## config.mk

```make
export PLATFORM = sky130hd
export DESIGN_NAME = slink_crc_append
export DESIGN_NICKNAME = d
export VERILOG_FILES = /design/src/rtl/slink_crc_append.sv
export SDC_FILE = /design/constraint.sdc
export NUM_CORES = 1
export LEC_CHECK = 0
export CORE_AREA = 2 2 71 73
export CTS_CLUSTER_SIZE = 12
export DETAILED_ROUTE_END_ITERATION = 16
export DIE_AREA = 0 0 73 75
export GPL_TIMING_DRIVEN = 1
export PLACE_DENSITY = 0.82
export SLEW_MARGIN = 10
export SYNTH_ARGS = -nofsm -noshare
export SYNTH_HDL_FRONTEND = slang
export SYNTH_SLANG_ARGS = --single-unit
export TNS_END_PERCENT = 20
```

## constraint.sdc

```tcl
create_clock -name clk -period 5 [get_ports clk]
set_clock_uncertainty 0.05 [all_clocks]
set_input_delay 0.75 -clock clk [delete_from_list [all_inputs] [get_ports clk]]
set_output_delay 0.75 -clock clk [all_outputs]
set_load 0.01 [all_outputs]
```

## src/rtl/slink_crc_append.sv

```systemverilog
// rtl/slink_crc_append.sv - payload forwarder that appends the CRC-16 trailer (LSB first) after the last byte
// Optional macro SLINK_CRC_APPEND_ERR_INJ_EN adds crc_err_inject to corrupt bit 0 of the next trailer.
module slink_crc_append #(
  parameter bit APPEND_CRC = 1'b1
) (
  input  logic        clk,
  input  logic        reset_n,
  input  logic        i_valid,
  output logic        i_ready,
  input  logic [15:0] i_data,
  input  logic [1:0]  i_byte_en,
  input  logic        i_eop,
  output logic        o_valid,
  input  logic        o_ready,
  output logic [15:0] o_data,
  output logic [1:0]  o_byte_en,
  output logic        o_eop,
  output logic [15:0] crc_data_in,
  output logic [1:0]  crc_valid,
  output logic        crc_init,
  input  logic [15:0] crc_next
`ifdef SLINK_CRC_APPEND_ERR_INJ_EN
  ,
  input  logic        crc_err_inject
`endif
);

  typedef enum logic [1:0] {
    PAYLOAD  = 2'd0,
    CRC_FULL = 2'd1,
    CRC_HI   = 2'd2
  } state_t;

  state_t      state, state_nxt;
  logic [15:0] hold_q, hold_nxt;
  logic        valid_nxt, eop_nxt;
  logic [15:0] data_nxt;
  logic [1:0]  be_nxt;
  logic        out_load;
  logic        accept;

  assign out_load = !o_valid || o_ready;
  assign i_ready  = (state == PAYLOAD) && out_load;
  assign accept   = i_valid && i_ready;

  // The compute block sees every accepted beat; init on eop reseeds it for the next packet.
  assign crc_data_in = APPEND_CRC ? i_data : 16'h0000;
  assign crc_valid   = (APPEND_CRC && accept) ? i_byte_en : 2'b00;
  assign crc_init    = APPEND_CRC && accept && i_eop;

`ifdef SLINK_CRC_APPEND_ERR_INJ_EN
  logic inj;
  // Sticky until the corrupted CRC byte0 is committed on the eop beat.
  always_ff @(posedge clk or negedge reset_n) begin
    if (!reset_n) inj <= 1'b0;
    else          inj <= crc_err_inject || (inj && !(APPEND_CRC && accept && i_eop));
  end
`else
  localparam logic inj = 1'b0;
`endif

  always_comb begin
    state_nxt = state;
    hold_nxt  = hold_q;
    valid_nxt = o_valid;
    data_nxt  = o_data;
    be_nxt    = o_byte_en;
    eop_nxt   = o_eop;
    if (out_load) begin
      valid_nxt = 1'b0;
      case (state)
        PAYLOAD: begin
          if (accept) begin
            valid_nxt = 1'b1;
            data_nxt  = i_data;
            be_nxt    = i_byte_en;
            eop_nxt   = APPEND_CRC ? 1'b0 : i_eop;
            if (APPEND_CRC && i_eop) begin
              if (i_byte_en == 2'b01) begin
                // Odd length: CRC low byte fills the empty upper lane of this beat.
                data_nxt  = {crc_next[7:1], crc_next[0] ^ inj, i_data[7:0]};
                be_nxt    = 2'b11;
                hold_nxt  = {8'h00, crc_next[15:8]};
                state_nxt = CRC_HI;
              end else begin
                hold_nxt  = crc_next ^ {15'd0, inj};
                state_nxt = CRC_FULL;
              end
            end
          end
        end
        CRC_FULL: begin
          valid_nxt = 1'b1;
          data_nxt  = hold_q;
          be_nxt    = 2'b11;
          eop_nxt   = 1'b1;
          state_nxt = PAYLOAD;
        end
        CRC_HI: begin
          valid_nxt = 1'b1;
          data_nxt  = {8'h00, hold_q[7:0]};
          be_nxt    = 2'b01;
          eop_nxt   = 1'b1;
          state_nxt = PAYLOAD;
        end
        default: state_nxt = PAYLOAD;
      endcase
    end
  end

  always_ff @(posedge clk or negedge reset_n) begin
    if (!reset_n) begin
      state     <= PAYLOAD;
      hold_q    <= 16'h0000;
      o_valid   <= 1'b0;
      o_data    <= 16'h0000;
      o_byte_en <= 2'b00;
      o_eop     <= 1'b0;
    end else begin
      state     <= state_nxt;
      hold_q    <= hold_nxt;
      o_valid   <= valid_nxt;
      o_data    <= data_nxt;
      o_byte_en <= be_nxt;
      o_eop     <= eop_nxt;
    end
  end

endmodule

```

======== Word-level counts from Yosys, hierarchy flattened ========
Index checks and enable logic that the tools add are counted.
word-level totals
  register bits ........................... 38
  input bits .............................. 39
  output and inout port bits .............. 40
cells by class
  equal/unequal tests ..................... 5
  mux-type cells .......................... 18
  reductions and logical operators ........ 13
operators with widths
  kind                count
  $mux 16             4
  $pmux 16 s3         1
  $mux 2              8
  $reduce_and 3->1    3
  $pmux 2 s3          1
  $eq 2x1->1 const B  2
  $ne 2x2->1 const B  2
  $pmux 1 s2          2
  $reduce_and 4->1    1
  $logic_and 1x1->1   3
  $reduce_bool 3->1   1
  $eq 2x2->1 const B  1
  $logic_not 2->1     1
  $mux 1              2
  $reduce_bool 2->1   1
  $reduce_or 2->1     1
  $logic_not 1->1     1
  $logic_or 1x1->1    1

======== Longest topological paths before layout ========
  depth after elaboration ................. 6
  depth in mapped cells ................... 7
  depth with buffers taken out ............ 5

======== Worst setup path after synthesis ========
OpenSTA, ideal clock, no wires.
  path kind ............................... input -> output
  start point ............................. input port o_ready
  end point ............................... output port crc_init
  data arrival time ....................... 1496 ps
  data required time ...................... 4200 ps
  slack ................................... 2704 ps
  stages .................................. 4
  buffers on the path ..................... 2
  path through ............................ nand2b_1 and4_1 buf_2 buf_4
on the way
  longest elaborated chain between the ends .. 4
RTL lines
  element            RTL line  text
  from (decl)        14        input logic o_ready,
  $logic_or 1x1->1   42        assign out_load = !o_valid || o_ready;
  $logic_and 1x1->1  43        assign i_ready = (state == PAYLOAD) && out_load;
  $logic_and 1x1->1  44        assign accept = i_valid && i_ready;
  $logic_and 1x1->1  49        assign crc_init = APPEND_CRC && accept && i_eop;
  to (decl)          20        output logic crc_init,
No other way between the ends.

======== Worst setup path after layout ========
Ends and elaborated chain as after synthesis.

==> key figures <==
Outcome
  – Status: completed

Power and ir drop
  – Switching Share: 36.03%
  – Sequential power share: 35.3%
  – Leak: ~1.2 nW
  – Internal power: just under 1 mW
  – Power density over cell area: 524.9 mW/mm²
  – Sw power: approximately 0.55 mW
  – Clock Power Share: between 10% and 20%
  – Worst vdd ir: approximately 0.00024 V
  – Comb power frac: 50.8%

Drt
  – Via-to-Cell Ratio: 5.568
  – Via count of the routed design: between 1.5k and 2k
  – First DRT Iteration DRCs: between 100 and 150
  – DRC Markers: 0
  – Antenna viol nets, final: 0
  – Drt wl/cell: between 15 and 20 µm
  – 1st-pass router iterations: 4
  – Final wirelength: ~5.3 mm

Setup path
  – Startpoint types: primary input
  – Crit path max-delay family: buffers and inverters
  – R2r setup slk: approximately 2.6 ns
  – Worst Setup SP: o_ready
  – Reg-to-reg startpoint: state[1]$_DFFE_PN0P_
  – Crit path to: crc_init
  – CP max stage cell: clkdlybuf4s50_1
  – Cell repeated most along the worst path: clkdlybuf4s50_1
  – WP depth: 5
  – CP endpoint kind: primary output
  – Peak fanout along the critical path: 19
  – Crit path DAT: 2.52 ns
  – Crit Reg-Reg Endpoint: o_data[2]$_DFFE_PN0P_
  – Crit Path Class: primary input to primary output
  – Critical Path, Cell by Cell: clkdlybuf4s50_1, nand2b_1, and4_1, buf_4, clkdlybuf4s50_1
  – Req. time, crit path: around 4.2 ns
  – CP peak stage delay: approximately 0.60 ns
  – R2R depth: 5
  – Buffer and inverter count on the worst path: 3

Placement
  – GP Congestion: around 0.73
  – HPWL after detailed placement: about 3.8 mm
  – Port Buffers: slightly below 80

Synth
  – Avg Cell Area, Syn: 11.31 µm²
  – Synth cell types: 31
  – Seq/Total Area, Yosys: between 40% and 50%
  – Mapped Nets: between 200 and 250
  – FF+latch count, synth: 38
  – Cell Area, Synth: 0.002161 mm²
  – Yosys warnings: 0
  – Area leader, netlist: dfrtp_1
  – Post-synth EDFFs: 0
  – Yosys top cell area share: 44.01%
  – Synth area leaders: dfrtp_1 44%, mux2_2 17%, buf_4 5.9%
  – Cells after Synth: roughly 190
  – Main synth FF type: dfrtp_1
  – Synth async-reset ratio: 100.0%

Final layout
  – Diodes inserted: 0
  – Synthesis-to-layout area growth: 34.68%
  – Footprint of the multi-input gates: 980.9 µm²
  – Nets: approximately 300
  – Share of cells above drive strength 1: between 10% and 20%
  – Filler cells: between 300 and 400
  – Storage cell area: ~950 µm²

Clocking
  – CTS Sinks: 38
  – H-Tree Depth: 2
  – Resize count post-CTS: 0
  – Total CTS buffers: 5
  – Clk_lat worst skew: 0.29 ns
  – CTS tree: built
  – Root Driver: clkbuf_8
  – Post-CTS setup buffer count: 0
  – Clock-pin slew of the registers on the worst-case setup and hold paths: 0.07 ns
  – Hold buffer count at cts: 0
  – Max clock buf depth: 2

Timing
  – Setup tns final: 0 ns
  – Slew @ Worst Pin: around 0.87 ns
  – Max Clk Rate: around 300 MHz
  – Final hold slack: between 0.4 and 0.5 ns
  – Rel. slew slack: a little over two fifths
  – RSZ-0062 raised after global routing: no
  – Final hold vios: 0
  – # setup viols final: 0
  – Min cycle time layout: about 3.3 ns
  – Tcrit/Tclk final: between 60% and 70%
  – Slew Limit Fails: 0

Global routing
  – Initial antenna violation count: 0
  – Number of global-route vias before repair: between 1.5k and 2k
  – First-pass GRT wire length: between 8 and 9 mm
  – GRT Residual Overflow: 0
  – All-Layer GR Usage: between 20% and 30%
  – Largest net degree at the start of global routing: 39

Floorplan
  – Core Region: roughly 0.0047 mm²
  – Starting density of the core: between 40% and 50%
  – Die H: ~75 µm
  – Die Wd: 73 µm
  – Io pins: between 70 and 80
  – Die ar.: ~0.0055 mm²
  – Cell Rows: 25

Worst hold path
  – Hold Crit Class: flip-flop to flip-flop
  – Hold Path Cell Cnt: 1

Flow run
  – Max-cap check violation count: 0
==> kinds of logic (layout without fill, tap and decap cells) <==
| kind of cell | count (synthesis) | count (layout) | synth area share (%) |
|---|---|---|---|
| AOI/OAI and AO/OA | 28 | 28 | 10.13 |
| adders and majority gates | 4 | 4 | 2.316 |
| DFF | 38 | 38 | 44.01 |
| buffers and inverters | 39 | 97 | 10.60 |
| and+or+nand+nor | 39 | 39 | 11.12 |
| muxes | 43 | 43 | 21.83 |
==> cells in the mapped netlist, types with 2 or more instances <==
cell type and count:
a22o_1 8, dfrtp_1 38, a221o_1 8, buf_6 2, and3_1 2, nand2_1 9, nand2b_1 2, clkbuf_1 4
inv_1 11, mux2_2 33, nor2b_2 2, nor2_1 2, mux2i_1 10, nand3_1 8, o21ai_0 5, buf_4 17
buf_2 3, a21oi_1 4, nor4_1 8, ha_1 4
==> worst min path at each step <==
stage / to / from / slack [ns]
after floorplan: hold_q[0]$_DFFE_PN0P_ / reset_n / 0.40
after global placement: o_data[7]$_DFFE_PN0P_ / o_data[7]$_DFFE_PN0P_ / 0.44
after detailed placement: o_data[0]$_DFFE_PN0P_ / o_data[0]$_DFFE_PN0P_ / 0.44
after CTS: o_data[0]$_DFFE_PN0P_ / o_data[0]$_DFFE_PN0P_ / 0.46
after global routing: o_data[4]$_DFFE_PN0P_ / o_data[4]$_DFFE_PN0P_ / 0.48
final: o_data[4]$_DFFE_PN0P_ / o_data[4]$_DFFE_PN0P_ / 0.46
==> area by class of cell <==
type / count / area share (%)
multi-input cells: 114 / 33.71
clock buffers: 6 / 2.837
inverters: 12 / 1.548
flip-flops and latches: 38 / 32.67
repair buffers: 79 / 26.91
well taps: 54 / 2.322
==> metal layers <==
layer | global-route usage, % | wire, µm | vias to the layer above
met4 | 7.819 | 88 | 0
met1 | 24.87 | 2112 | 810
met2 | 33.53 | 2632 | 75
met5 | 0 | 0 | -
li1 | - | - | 793
met3 | 6.560 | 444 | 9
==> cell usage in the layout (no fill, tap or decap), drive strengths merged, types with 2 or more instances in the layout <==
master / synthesis / routed
a22o: 8 / 8
nor2: 2 / 2
mux2: 33 / 33
a221o: 8 / 8
dfrtp: 38 / 38
nor4: 9 / 9
clkbuf: 4 / 6
nor2b: 2 / 2
clkdlybuf4s50: 0 / 77
inv: 11 / 11
ha: 4 / 4
buf: 23 / 2
and3: 2 / 2
o21ai: 5 / 5
mux2i: 10 / 10
nand2b: 2 / 2
a21oi: 4 / 4
nand2: 9 / 9
nand3: 8 / 8
==> registers in the layout (all words and copies together), names as in the netlist <==
register,cells
hold_q,16
o_data,16
o_byte_en,2
state,2
o_eop,1
o_valid,1
==> metrics by stage <==
step           instances  setup WS [ns]  power, mW  util [%]  cell area [µm²]
6_report             303          1.683      1.528     62.44             2910
5_1_grt              303          1.608      1.639     62.44             2910
4_1_cts              303          1.681      1.541     62.44             2910
3_5_place_dp         297          1.689      1.329     60.67             2828
3_3_place_gp         297          1.693      1.298     60.67             2828
2_1_floorplan        191          2.704      1.014         -             2161
==> power groups by stage <==
stage          clock network (mW)  logic, mW  registers (mW)
6_report                    0.211      0.776           0.540
5_1_grt                     0.231      0.849           0.559
4_1_cts                     0.217      0.783           0.541
3_5_place_dp                    0      0.782           0.547
3_3_place_gp                    0      0.757           0.541
2_1_floorplan                   0      0.448           0.567
(Power assumes the default switching activity.)
